<file path="src/rtl/pipelined_cla_adder_if.sv">
// Bus bundle for the pipelined adder: operand input side and result output side.
// Each side is a valid/ready pair; a transfer happens on a rising edge where valid & ready are both 1.
interface pipelined_cla_adder_if #(
    parameter int WIDTH = 16
);
    logic             in_valid;
    logic             in_ready;
    logic [WIDTH-1:0] X;
    logic [WIDTH-1:0] Y;
    logic             C0;
    logic             SUB;
    logic             out_valid;
    logic             out_ready;
    logic [WIDTH-1:0] S;
    logic             CO;
    logic             OV;
    logic             Z;

    modport master (
        output in_valid, X, Y, C0, SUB, out_ready,
        input  in_ready, out_valid, S, CO, OV, Z
    );

    modport slave (
        input  in_valid, X, Y, C0, SUB, out_ready,
        output in_ready, out_valid, S, CO, OV, Z
    );
endinterface

</file>
<file path="src/rtl/pipelined_cla_adder.sv">
// WIDTH-bit add/subtract split into BLK-bit lookahead groups, one group per pipeline stage.
// Stage 0 registers the prepared operands; stage k+1 holds the result after group k.
module pipelined_cla_adder #(
    parameter int WIDTH = 16,
    parameter int BLK   = 4
) (
    input logic                   clk,
    input logic                   rst_n,
    pipelined_cla_adder_if.slave  bus
);
    localparam int NSTG = WIDTH / BLK;

    generate
        if (BLK < 1 || BLK > WIDTH || (WIDTH % BLK) != 0) begin : g_bad_param
            $error("pipelined_cla_adder: WIDTH must be a multiple of BLK and BLK in 1..WIDTH");
        end
    endgenerate

    // Every carry is a flat sum-of-products of the group inputs; nothing ripples.
    function automatic logic [BLK:0] cla_carries(input logic [BLK-1:0] p,
                                                 input logic [BLK-1:0] g,
                                                 input logic           cin);
        logic [BLK:0] c;
        logic         term;
        c = '0;
        for (int i = 0; i <= BLK; i++) begin
            term = cin;
            for (int j = 0; j < i; j++) term = term & p[j];
            c[i] = term;
            for (int j = 0; j < i; j++) begin
                term = g[j];
                for (int k = j + 1; k < i; k++) term = term & p[k];
                c[i] = c[i] | term;
            end
        end
        return c;
    endfunction

    logic                 w_en;
    logic [NSTG:0]        r_vld;
    logic [WIDTH-1:0]     r_x [NSTG];
    logic [WIDTH-1:0]     r_y [NSTG];
    logic [WIDTH-1:0]     r_s [NSTG+1];
    logic [NSTG:0]        r_c;
    logic                 r_ov;
    logic                 r_z;
    logic [BLK-1:0]       w_p [NSTG];
    logic [BLK-1:0]       w_g [NSTG];
    logic [BLK:0]         w_c [NSTG];
    logic [WIDTH-1:0]     w_s [NSTG];

    // The whole pipe advances together; a stalled output freezes every stage.
    assign w_en         = ~bus.out_valid | bus.out_ready;
    assign bus.in_ready = w_en;

    always_comb begin
        for (int k = 0; k < NSTG; k++) begin
            w_p[k] = r_x[k][k*BLK +: BLK] ^ r_y[k][k*BLK +: BLK];
            w_g[k] = r_x[k][k*BLK +: BLK] & r_y[k][k*BLK +: BLK];
            w_c[k] = cla_carries(w_p[k], w_g[k], r_c[k]);
            w_s[k] = r_s[k];
            w_s[k][k*BLK +: BLK] = w_p[k] ^ w_c[k][BLK-1:0];
        end
    end

    always_ff @(posedge clk) begin
        if (!rst_n) begin
            r_vld <= '0;
            r_c   <= '0;
            r_ov  <= 1'b0;
            r_z   <= 1'b0;
            for (int k = 0; k < NSTG; k++) begin
                r_x[k] <= '0;
                r_y[k] <= '0;
            end
            for (int k = 0; k <= NSTG; k++) r_s[k] <= '0;
        end else if (w_en) begin
            r_vld[0] <= bus.in_valid;
            if (bus.in_valid) begin
                r_x[0] <= bus.X;
                r_y[0] <= bus.SUB ? ~bus.Y : bus.Y;
                r_c[0] <= bus.SUB | bus.C0;
                r_s[0] <= '0;
            end
            // Data registers load only for real operations, so bubbles leave outputs untouched.
            for (int k = 0; k < NSTG; k++) begin
                r_vld[k+1] <= r_vld[k];
                if (r_vld[k]) begin
                    r_s[k+1] <= w_s[k];
                    r_c[k+1] <= w_c[k][BLK];
                end
            end
            for (int k = 0; k < NSTG - 1; k++) begin
                if (r_vld[k]) begin
                    r_x[k+1] <= r_x[k];
                    r_y[k+1] <= r_y[k];
                end
            end
            if (r_vld[NSTG-1]) begin
                r_ov <= w_c[NSTG-1][BLK-1] ^ w_c[NSTG-1][BLK];
                r_z  <= ~|w_s[NSTG-1];
            end
        end
    end

    assign bus.out_valid = r_vld[NSTG];
    assign bus.S         = r_s[NSTG];
    assign bus.CO        = r_c[NSTG];
    assign bus.OV        = r_ov;
    assign bus.Z         = r_z;
endmodule

</file>
<file path="src/flat_wrapper.sv">
// flat-port wrapper written by rule: the top's interface ports become plain ports
module pipelined_cla_adder_flat 
#(
    parameter int WIDTH = 16,
    parameter int BLK   = 4
)
  (clk, rst_n, bus_in_valid, bus_X, bus_Y, bus_C0, bus_SUB, bus_out_ready, bus_in_ready, bus_out_valid, bus_S, bus_CO, bus_OV, bus_Z);
  pipelined_cla_adder_if #(.WIDTH(WIDTH)) bus_i ();
  input logic clk;
  input logic rst_n;
  input wire logic [$bits(bus_i.in_valid)-1:0] bus_in_valid;
  input wire logic [$bits(bus_i.X)-1:0] bus_X;
  input wire logic [$bits(bus_i.Y)-1:0] bus_Y;
  input wire logic [$bits(bus_i.C0)-1:0] bus_C0;
  input wire logic [$bits(bus_i.SUB)-1:0] bus_SUB;
  input wire logic [$bits(bus_i.out_ready)-1:0] bus_out_ready;
  output wire logic [$bits(bus_i.in_ready)-1:0] bus_in_ready;
  output wire logic [$bits(bus_i.out_valid)-1:0] bus_out_valid;
  output wire logic [$bits(bus_i.S)-1:0] bus_S;
  output wire logic [$bits(bus_i.CO)-1:0] bus_CO;
  output wire logic [$bits(bus_i.OV)-1:0] bus_OV;
  output wire logic [$bits(bus_i.Z)-1:0] bus_Z;
  assign bus_i.in_valid = bus_in_valid;
  assign bus_i.X = bus_X;
  assign bus_i.Y = bus_Y;
  assign bus_i.C0 = bus_C0;
  assign bus_i.SUB = bus_SUB;
  assign bus_i.out_ready = bus_out_ready;
  assign bus_in_ready = bus_i.in_ready;
  assign bus_out_valid = bus_i.out_valid;
  assign bus_S = bus_i.S;
  assign bus_CO = bus_i.CO;
  assign bus_OV = bus_i.OV;
  assign bus_Z = bus_i.Z;
  pipelined_cla_adder #(.WIDTH(WIDTH), .BLK(BLK)) u_core (.clk(clk), .rst_n(rst_n), .bus(bus_i));
endmodule
</file>
<file path="config.mk">
export PLATFORM = sky130hd
export DESIGN_NAME = pipelined_cla_adder_flat
export DESIGN_NICKNAME = d
export VERILOG_FILES = /design/src/rtl/pipelined_cla_adder_if.sv /design/src/rtl/pipelined_cla_adder.sv /design/src/flat_wrapper.sv
export SDC_FILE = /design/constraint.sdc
export NUM_CORES = 1
export LEC_CHECK = 0
export ABC_CLOCK_PERIOD_IN_PS = 3800
export CAP_MARGIN = 40
export CORE_ASPECT_RATIO = 1.1
export CORE_MARGIN = 2
export CORE_UTILIZATION = 28
export DETAILED_ROUTE_END_ITERATION = 8
export GPL_TIMING_DRIVEN = 0
export HOLD_SLACK_MARGIN = 0.08
export PLACE_DENSITY = 0.54
export REMOVE_ABC_BUFFERS = 1
export SYNTH_ARGS = -nofsm -noshare
export SYNTH_HDL_FRONTEND = slang
export SYNTH_SLANG_ARGS = --single-unit
</file>
<file path="constraint.sdc">
create_clock -name clk -period 3.8 [get_ports clk]
set_input_delay 0.57 -clock clk [delete_from_list [all_inputs] [get_ports clk]]
set_output_delay 0.57 -clock clk [all_outputs]
set_load 0.05 [all_outputs]
</file>
==> reports/results.tsv, run 1 <==
stage	metric	value	unit
critical_path	path_buf_inv	2	
synthesis	synthCells	401	
clock_tree	clockRootBuffer	clkbuf_16	
route	wl	8.67	mm
min_path	hp-class	reg2reg	
clock_tree	holdBufCountCts	0	
sta	skew	0.00504	ns
synthesis	yosysTopAreaCell	edfxtp_1	
synthesis	avgSynthCellArea	14.1	um^2
finish	layout-drive-gt1-share	8.49	%
critical_path	cp-start-kind	input port	
finish	area_growth	25.1	%
floorplan	die_w	139	um
route	highest-signal-layer	met4	
finish	antennaDiodeCount	0	
route	wl_per_cell	12.0	um
route	wl_met1	4.22	mm
critical_path	crit_top_cell	nand2_1	
global_routing	grt_first_pass_wirelength	15.0	mm
route	remaining_drc_errors	0	
clock_tree	clk_path_buf_depth	2	
clock_tree	clk_latency	0.41	ns
sta	min_period_over_period	77.2	%
sta	rsz0062_at_grt	no	
clock_tree	cts_resized	0	
critical_path	cpPeakStageDelay	0.89	ns
placement	gp_congestion	0.716	
synthesis	synth_cell_type_count	40	
power_and_ir_drop	p_leak	0.00283	uW
sta	fmax	341	MHz
critical_path	critPathMaxFanout	37	
floorplan	placeableCoreArea	19800	um^2
critical_path	crit_arrival	2.97	ns
critical_path	crit_chain	clkdlybuf4s50_1 > and2_2 > buf_12 > nand2_1 > nand2_1	
clock_tree	cts_tree	built	
synthesis	yosys-top-cells-area	edfxtp_1, and3_1, ha_1	
route	avgViaCountPerCell	4.15	
critical_path	critPathSlowestCell	clkdlybuf4s50_1	
route	final_antenna_net_count	0	
synthesis	syn_area	5640	um^2
floorplan	die_h	153	um
power_and_ir_drop	power	3590	uW
global_routing	grt_pass1_vias	3108	
job	cap_violations	0	
sta	setup_viol	0	
sta	maxSlewViolCount	0	
finish	final_cell_mix	edfxtp_1, and3_1, clkdlybuf4s50_1	
critical_path	regToRegSetupSlack	1.39	ns
critical_path	worstPathRequired	3.84	ns
sta	tightest_slew	0.745	ns
synthesis	synth_top_area_share	63.9	%
global_routing	grt_max_degree	38	
critical_path	critical_path_class	in2reg	
clock_tree	htreeDepth	4	
synthesis	synth-seq-cells	132	
finish	final_common_cell	edfxtp_1	
critical_path	crit_path_end_kind	flop	
power_and_ir_drop	p_per_area	508	nW/um^2
route	met2_length	3.85	mm
global_routing	grt_antenna_before_repair	0	
finish	fillers	1900	
floorplan	ios	59	
floorplan	dieArea	21300	um^2
global_routing	overflow	0	
sta	setup_ws	0.865	ns
placement	dp_hpwl	6.15	mm
sta	fin_crit	2.93	ns
placement	place.port_buffers	58	
route	met3_length	386	um
critical_path	critical_path.top_delay_family	simple AND/OR/NAND/NOR gates	
route	drtIter0Drc	142	
floorplan	core.rowCount	54	
floorplan	start_util	28.5	%
clock_tree	clkSinkCount	132	
run_status	status	complete, no violations	
clock_tree	numCtsBuffers	17	
sta	relSlewSlack	50.2	%
synthesis	ys_seq_area_share	68.1	%
finish	nets	521	
power_and_ir_drop	ir_drop	314	uV
clock_tree	path_clk_slew	0.05	ns
sta	finalHoldViolations	0	
placement	pre_cts_slack	0.409	ns
route	vias	3004	
route	drt-pass1-iter-count	5	
global_routing	grt_usage	8.87	%
clock_tree	postCtsSetupBuffers	0	
synthesis	yosysWarnings	0	
## power by group
group	switching [uW]	total [uW]	internal, uW
registers	33.8	1720	1690
logic	170	303	134
clock network	551	1560	1010
total	754	3590	2830
## metal layers
layer  vias to the layer above  GRT usage (%)
li1                       1577              -
met1                      1340           11.2
met2                        73           13.5
met3                        14           2.44
met4                         0           5.58
met5                         -              0
## cell families after synthesis
group,count (synthesis),share of synthesized area [%]
XOR/XNOR,21,3.26
buffers and inverters,28,2.46
AO/OA/AOI/OAI,29,3.84
AND/OR/NAND/NOR,166,16.3
adder cells (fa/ha/maj),24,5.86
multiplexers,1,0.177
flip-flops,132,68.1
## synth_stat cells
cell type    n
xnor2_1     19
o21a_4       1
fa_1         4
nor4b_1      1
a21oi_1      3
buf_4        1
nand3_1      1
nand2b_1     3
buf_2        6
o21ai_0      2
inv_2        1
nor2_1      24
a21boi_0     4
nand3b_1     1
edfxtp_1   120
o31ai_1      1
or4_4        1
buf_6        3
mux2i_1      1
inv_1        3
ha_1        20
nor2b_2      1
o21a_1      11
buf_1        1
o22ai_1      1
nor4_1       1
o21ai_1      1
xor2_1       2
nand2_2      1
or4_1        1
o311a_1      3
clkbuf_1    13
o211ai_1     2
nand4_1      1
nand2_1     22
or2_2        1
dfxtp_1     12
nor3_1      13
and3_1      64
and2_1      30
## final timing paths
path | startpoint | endpoint | cells after the start
max | rst_n | u_core.r_x[0][47]$_SDFFCE_PN0P_ | 5
min | u_core.bus.Z$_SDFFE_PN0P_ | u_core.bus.Z$_SDFFE_PN0P_ | 2
max reg2reg | u_core.r_vld[4]$_SDFFE_PN0N_ | u_core.r_x[0][47]$_SDFFCE_PN0P_ | 6
min reg2reg | u_core.bus.Z$_SDFFE_PN0P_ | u_core.bus.Z$_SDFFE_PN0P_ | 2
## sequential cells by signal, summed over array words and instances (netlist names)
name,flops
u_core.r_vld,5
u_core.bus.OV,1
u_core.r_c,5
u_core.r_y,40
u_core.bus.Z,1
u_core.r_x,40
u_core.r_s,40
## final cells by class
| type | instances | area, um^2 | share of cell area [%] |
|---|---|---|---|
| multi-input cells | 241 | 1660 | 23.5 |
| clock inverters | 14 | 144 | 2.04 |
| flip-flops and latches | 132 | 3840 | 54.5 |
| repair buffers | 63 | 653 | 9.26 |
| inverters | 4 | 15.0 | 0.213 |
| well taps | 252 | 315 | 4.47 |
| clock buffers | 17 | 425 | 6.03 |
## stage by stage
stage,cell area [um^2],setup TNS [ns],hold slack [ns],cells,util (%)
4_1_cts,7060,0,0.492,723,35.6
3_3_place_gp,6410,-48.21,0.474,687,32.4
2_1_floorplan,5520,0,0.485,377,-
5_1_grt,7060,0,0.511,723,35.6
6_report,7060,0,0.491,723,35.6
3_5_place_dp,6490,0,0.486,692,32.8
## worst register-to-register path: cells and delay by family (launching register included)
family,cells,cell delay [ns]
flops,1,0.30
buf+inv,2,0.41
simple gates,4,1.34
Power figures use the tool's default switching activity.
==> run 2, diff against run 1 <==
- ABC_CLOCK_PERIOD_IN_PS: 3800 -> 3000
- clock period: 3.8 -> 3 ns (I/O delays scaled with it)
==> run 2 against run 1 <==
Net effect: clock power rose by 27%; die area did not move; register-to-register slack got worse by 0.66 ns; final area barely moved; critical path depth rose by 1; sequential cell count did not move; sequential power rose by 27%; first-iteration DRC count fell by 0.70%; largest cell class unchanged; largest power group unchanged.
==> reports/results.tsv, run 2 (synthesis results as in run 1) <==
stage	metric	value	unit
run_status	status	complete, no violations	
route	vias	3004	
critical_path	cpPeakStageDelay	0.90	ns
sta	tightest_slew	0.745	ns
floorplan	start_util	28.5	%
route	drtIter0Drc	141	
clock_tree	numCtsBuffers	17	
clock_tree	clk_latency	0.41	ns
power_and_ir_drop	clkPwrFrac	43.5	%
route	final_antenna_net_count	0	
critical_path	r2r-start	u_core.r_vld[4]$_SDFFE_PN0N_	
route	remaining_drc_errors	0	
clock_tree	path_clk_slew	0.05	ns
critical_path	critPathMaxFanout	37	
critical_path	critical_path_class	in2reg	
floorplan	die_w	139	um
placement	placedCellCount	692	
global_routing	overflow	0	
clock_tree	clkSinkCount	132	
finish	top_regs	u_core.r_s (40), u_core.r_x (40), u_core.r_y (40)	
placement	gp_congestion	0.716	
placement	place.port_buffers	58	
floorplan	core.rowCount	54	
sta	relSlewSlack	50.2	%
critical_path	worstPathRequired	3.22	ns
floorplan	dieArea	21300	um^2
route	wl_per_cell	12.0	um
sta	setup_viol	0	
route	wl	8.67	mm
global_routing	grt_first_pass_wirelength	15.0	mm
sta	fin_crit	2.68	ns
power_and_ir_drop	p_per_area	644	nW/um^2
power_and_ir_drop	comb_power_share	8.5	%
floorplan	placeableCoreArea	19800	um^2
critical_path	regToRegSetupSlack	0.73	ns
power_and_ir_drop	ir_drop	397	uV
critical_path	reg2reg_to	u_core.r_s[2][6]$_SDFFCE_PP0P_	
floorplan	die_h	153	um
critical_path	r2r_cells	7	
critical_path	crit_path_end_kind	flop	
power_and_ir_drop	power	4540	uW
global_routing	grt_usage	8.87	%
global_routing	grt_antenna_before_repair	0	
power_and_ir_drop	power_switching	956	uW
global_routing	grt_pass1_vias	3108	
min_path	whs_endpoint	u_core.bus.Z$_SDFFE_PN0P_	
finish	final_cell_mix	edfxtp_1, and3_1, clkdlybuf4s50_1	
finish	nets	521	
critical_path	critical_path.top_delay_family	buffers and inverters	
sta	fmax	373	MHz
sta	rsz0062_at_grt	no	
finish	area_growth	25.1	%
finish	stdcell_count	723	
finish	fillers	1901	
sta	holdWs	0.491	ns
min_path	hold_depth	2	
power_and_ir_drop	netSwitchingFraction	21.0	%
power_and_ir_drop	intPower	3590	uW
route	avgViaCountPerCell	4.15	
route	drt-pass1-iter-count	5	
finish	utilization	35.7	%
global_routing	grt_max_degree	38	
sta	finalHoldViolations	0	
placement	dp_hpwl	6.15	mm
power_and_ir_drop	pwr-share-seq	48.0	%
floorplan	ios	59	
clock_tree	cts_tree	built	
clock_tree	htreeDepth	4	
finish	antennaDiodeCount	0	
critical_path	path_depth	6	
critical_path	crit_chain	clkdlybuf4s50_1 > and2_2 > buf_12 > o21ai_1 > buf_4 > nor3_1	
critical_path	cp-start-kind	input port	
sta	skew	0.00504	ns
clock_tree	clk_path_buf_depth	2	
job	cap_violations	0	
sta	maxSlewViolCount	0	
min_path	hp-class	reg2reg	
min_path	holdCritStartpoint	u_core.bus.Z$_SDFFE_PN0P_	
critical_path	crit_arrival	2.91	ns
finish	final_common_cell	edfxtp_1	
sta	min_period_over_period	89.4	%
critical_path	critPathSlowestCell	clkdlybuf4s50_1	
power_and_ir_drop	p_leak	0.00283	uW
clock_tree	clockRootBuffer	clkbuf_16	
clock_tree	holdBufCountCts	0	
finish	layout-drive-gt1-share	8.70	%
critical_path	path_buf_inv	3	
[run 2: cell counts in the layout (fill, tap and decap cells not counted)]
Identical to the previous run, type by type.
[run 2: cell type report]
class	count	area (um^2)	share of cell area [%]
clock buffer	17	425	6.03
timing repair buffer	63	653	9.25
sequential	132	3840	54.4
multi-input combinational	241	1660	23.6
clock inverter	14	144	2.04
tap	252	315	4.47
inverter	4	15.0	0.213
[run 2: metal layers]
metal / GRT usage (%) / vias up / part of all wire [%]
met5: 0 / - / 0
met4: 5.58 / 0 / 2.5
met3: 2.44 / 14 / 4.5
met2: 13.5 / 73 / 44
met1: 11.2 / 1340 / 49
li1: - / 1577 / -
[run 2: worst max-delay path by stage]
stage	to	from
after floorplan	u_core.r_x[0][20]$_SDFFCE_PN0P_	u_core.r_vld[4]$_SDFFE_PN0N_
after global placement	u_core.r_s[2][6]$_SDFFCE_PP0P_	rst_n
after detailed placement	u_core.r_x[0][46]$_SDFFCE_PN0P_	rst_n
after CTS	u_core.r_x[0][46]$_SDFFCE_PN0P_	rst_n
after global routing	u_core.r_s[2][7]$_SDFFCE_PP0P_	rst_n
final	u_core.r_s[2][6]$_SDFFCE_PP0P_	rst_n
[run 2: power by group through the flow]
stage / clock, uW / combinational [uW] / sequential (uW)
final: 1980 / 385 / 2180
after floorplan: 0 / 179 / 2260
after CTS: 2030 / 391 / 2180
after global routing: 2110 / 429 / 2200
after detailed placement: 0 / 389 / 2220
after global placement: 0 / 373 / 2220
[run 2: through the flow]
| stage | instance area, um^2 | setup TNS [ns] | setup WS (ns) |
|---|---|---|---|
| global route | 7060 | 0 | 0.143 |
| global placement | 6410 | -166.32 | -1.53 |
| floorplan | 5520 | -1.49 | -0.0621 |
| detailed placement | 6490 | -6.32 | -0.271 |
| finish | 7060 | 0 | 0.317 |
| CTS | 7060 | 0 | 0.180 |
[run 2: repair_timing]
item	in CTS	in global routing
endpoints found under the setup margin	0	16
hold endpoints to repair	0	0
gates resized for setup	0	1
buffers inserted	0	0
[run 2: tightest hold or removal path: stages, from the launching register on]
cell     delay (ns)
dfxtp_1        0.31
nand3_1        0.07
o31ai_1        0.07
==> run 3, diff against run 2 <==
- GPL_TIMING_DRIVEN: 0 -> unset
- TNS_END_PERCENT: unset -> 20
==> run 3 against run 2 <==
Net effect: first-iteration DRC count is 12% lower; core utilization is 0.063 points lower; clock skew rose by 0.0035 ns; final area fell by 0.18%; critical path depth fell by 2; clock-buffer cell count rose by 2; critical path type is now in2out.
==> reports/results.tsv, run 3 (synthesis results as in run 1) <==
stage	metric	value	unit
run_status	status	complete, no violations	
clock_tree	clk_latency	0.41	ns
finish	nets	527	
critical_path	critical_path_class	in2out	
route	final_antenna_net_count	0	
power_and_ir_drop	intPower	3510	uW
sta	tightest_slew	0.614	ns
global_routing	grt_first_pass_wirelength	15.6	mm
route	avgViaCountPerCell	4.22	
critical_path	crit_path_end_kind	output pin	
placement	dpl_cell_area	6500	um^2
critical_path	r2r_cells	6	
clock_tree	path_clk_slew	0.05	ns
sta	setup_viol	0	
sta	finalHoldViolations	0	
finish	top_regs	u_core.r_s (40), u_core.r_x (40), u_core.r_y (40)	
global_routing	grt_max_degree	34	
clock_tree	clkSinkCount	132	
power_and_ir_drop	clkPwrFrac	42.6	%
power_and_ir_drop	p_per_area	635	nW/um^2
finish	layout-drive-gt1-share	9.21	%
critical_path	critPathSlowestCell	clkdlybuf4s50_1	
critical_path	path_depth	4	
floorplan	start_util	28.5	%
finish	fillers	1917	
finish	stdcell_count	730	
min_path	hp-class	reg2reg	
global_routing	grt_usage	9.35	%
sta	rsz0062_at_grt	no	
global_routing	grt_antenna_before_repair	0	
power_and_ir_drop	p_leak	0.00283	uW
sta	skew	0.00859	ns
placement	pre_cts_slack	0.543	ns
power_and_ir_drop	pwr-share-seq	48.6	%
power_and_ir_drop	power_switching	966	uW
finish	final_common_cell	edfxtp_1	
sta	min_period_over_period	80.9	%
clock_tree	clockRootBuffer	clkbuf_16	
sta	setup_ws	0.573	ns
critical_path	crit_chain	clkdlybuf4s50_1 > nor2b_2 > inv_2 > clkdlybuf4s50_1	
sta	fin_crit	2.43	ns
clock_tree	cts_tree	built	
route	remaining_drc_errors	0	
clock_tree	clk_path_buf_depth	2	
sta	maxSlewViolCount	0	
floorplan	ios	59	
power_and_ir_drop	ir_drop	398	uV
sta	fmax	412	MHz
critical_path	crit_top_cell	clkdlybuf4s50_1	
placement	gp_congestion	0.719	
critical_path	cpPeakStageDelay	0.73	ns
floorplan	dieArea	21300	um^2
floorplan	core.rowCount	54	
critical_path	path_buf_inv	3	
clock_tree	holdBufCountCts	0	
placement	dp_hpwl	6.49	mm
clock_tree	cts_resized	0	
finish	area_growth	24.9	%
critical_path	worstPathRequired	2.55	ns
power_and_ir_drop	comb_power_share	8.8	%
clock_tree	htreeDepth	4	
finish	utilization	35.6	%
route	vias	3077	
critical_path	critPathMaxFanout	8	
finish	antennaDiodeCount	0	
sta	relSlewSlack	58.9	%
placement	place.port_buffers	58	
placement	placedCellCount	698	
route	wl_per_cell	12.6	um
global_routing	overflow	0	
finish	post-route-cell-area	7050	um^2
clock_tree	numCtsBuffers	17	
route	drt-pass1-iter-count	4	
global_routing	grt_pass1_vias	3173	
route	wl	9.20	mm
critical_path	crit_arrival	1.98	ns
floorplan	placeableCoreArea	19800	um^2
job	cap_violations	0	
clock_tree	postCtsSetupBuffers	0	
critical_path	cp-start-kind	input port	
min_path	hold_depth	2	
critical_path	critical_path.top_delay_family	buffers and inverters	
power_and_ir_drop	netSwitchingFraction	21.6	%
route	drtIter0Drc	124	
sta	holdWs	0.489	ns
floorplan	die_h	153	um
finish	final_cell_mix	edfxtp_1, and3_1, clkdlybuf4s50_1	
floorplan	die_w	139	um
==> run 3: final timing paths <==
path              slack, ns                             from                               to
hold reg to reg        0.49        u_core.bus.Z$_SDFFE_PN0P_        u_core.bus.Z$_SDFFE_PN0P_
hold / removal         0.49        u_core.bus.Z$_SDFFE_PN0P_        u_core.bus.Z$_SDFFE_PN0P_
setup reg to reg       1.03  u_core.r_x[0][60]$_SDFFCE_PN0P_  u_core.r_s[4][15]$_SDFFCE_PP0P_
setup / recovery       0.57                    bus_out_ready                     bus_in_ready
==> run 3: layout make-up <==
class                      count  area [um^2]  area share (%)
multi-input combinational    241         1660            23.6
sequential                   132         3840            54.5
inverter                       4         15.0           0.213
clock inverter                13          116            1.65
tap                          252          315            4.47
clock buffer                  19          433            6.14
timing repair buffer          69          663            9.41
==> run 3: metrics by stage <==
| step | total power, uW | setup TNS (ns) |
|---|---|---|
| 2_1_floorplan | 2440 | -1.49 |
| 3_3_place_gp | 2610 | 0 |
| 3_5_place_dp | 2620 | 0 |
| 4_1_cts | 4530 | 0 |
| 5_1_grt | 4660 | 0 |
| 6_report | 4480 | 0 |
==> run 3: power groups by stage <==
stage | logic [uW] | clock network (uW) | registers [uW]
final | 393 | 1910 | 2180
after CTS | 402 | 1950 | 2180
after detailed placement | 400 | 0 | 2220
after global placement | 395 | 0 | 2210
after global routing | 437 | 2040 | 2190
after floorplan | 179 | 0 | 2260
==> run 3: per-layer routing <==
layer	up-vias	share of wire (%)	wire length, um	GRT usage (%)
met4	0	2.5	226	5.05
met3	18	4.6	419	2.98
li1	1593	-	-	-
met1	1399	47	4330	11.5
met2	67	46	4230	14.6
met5	-	0	0	0
==> run 3: worst register-to-register path: stages, from the launching register on <==
cell and delay [ns]:
edfxtp_1 0.41, ha_1 0.32, ha_1 0.21, o211ai_1 0.23, nand3b_1 0.19, xor2_1 0.20
and2_1 0.17
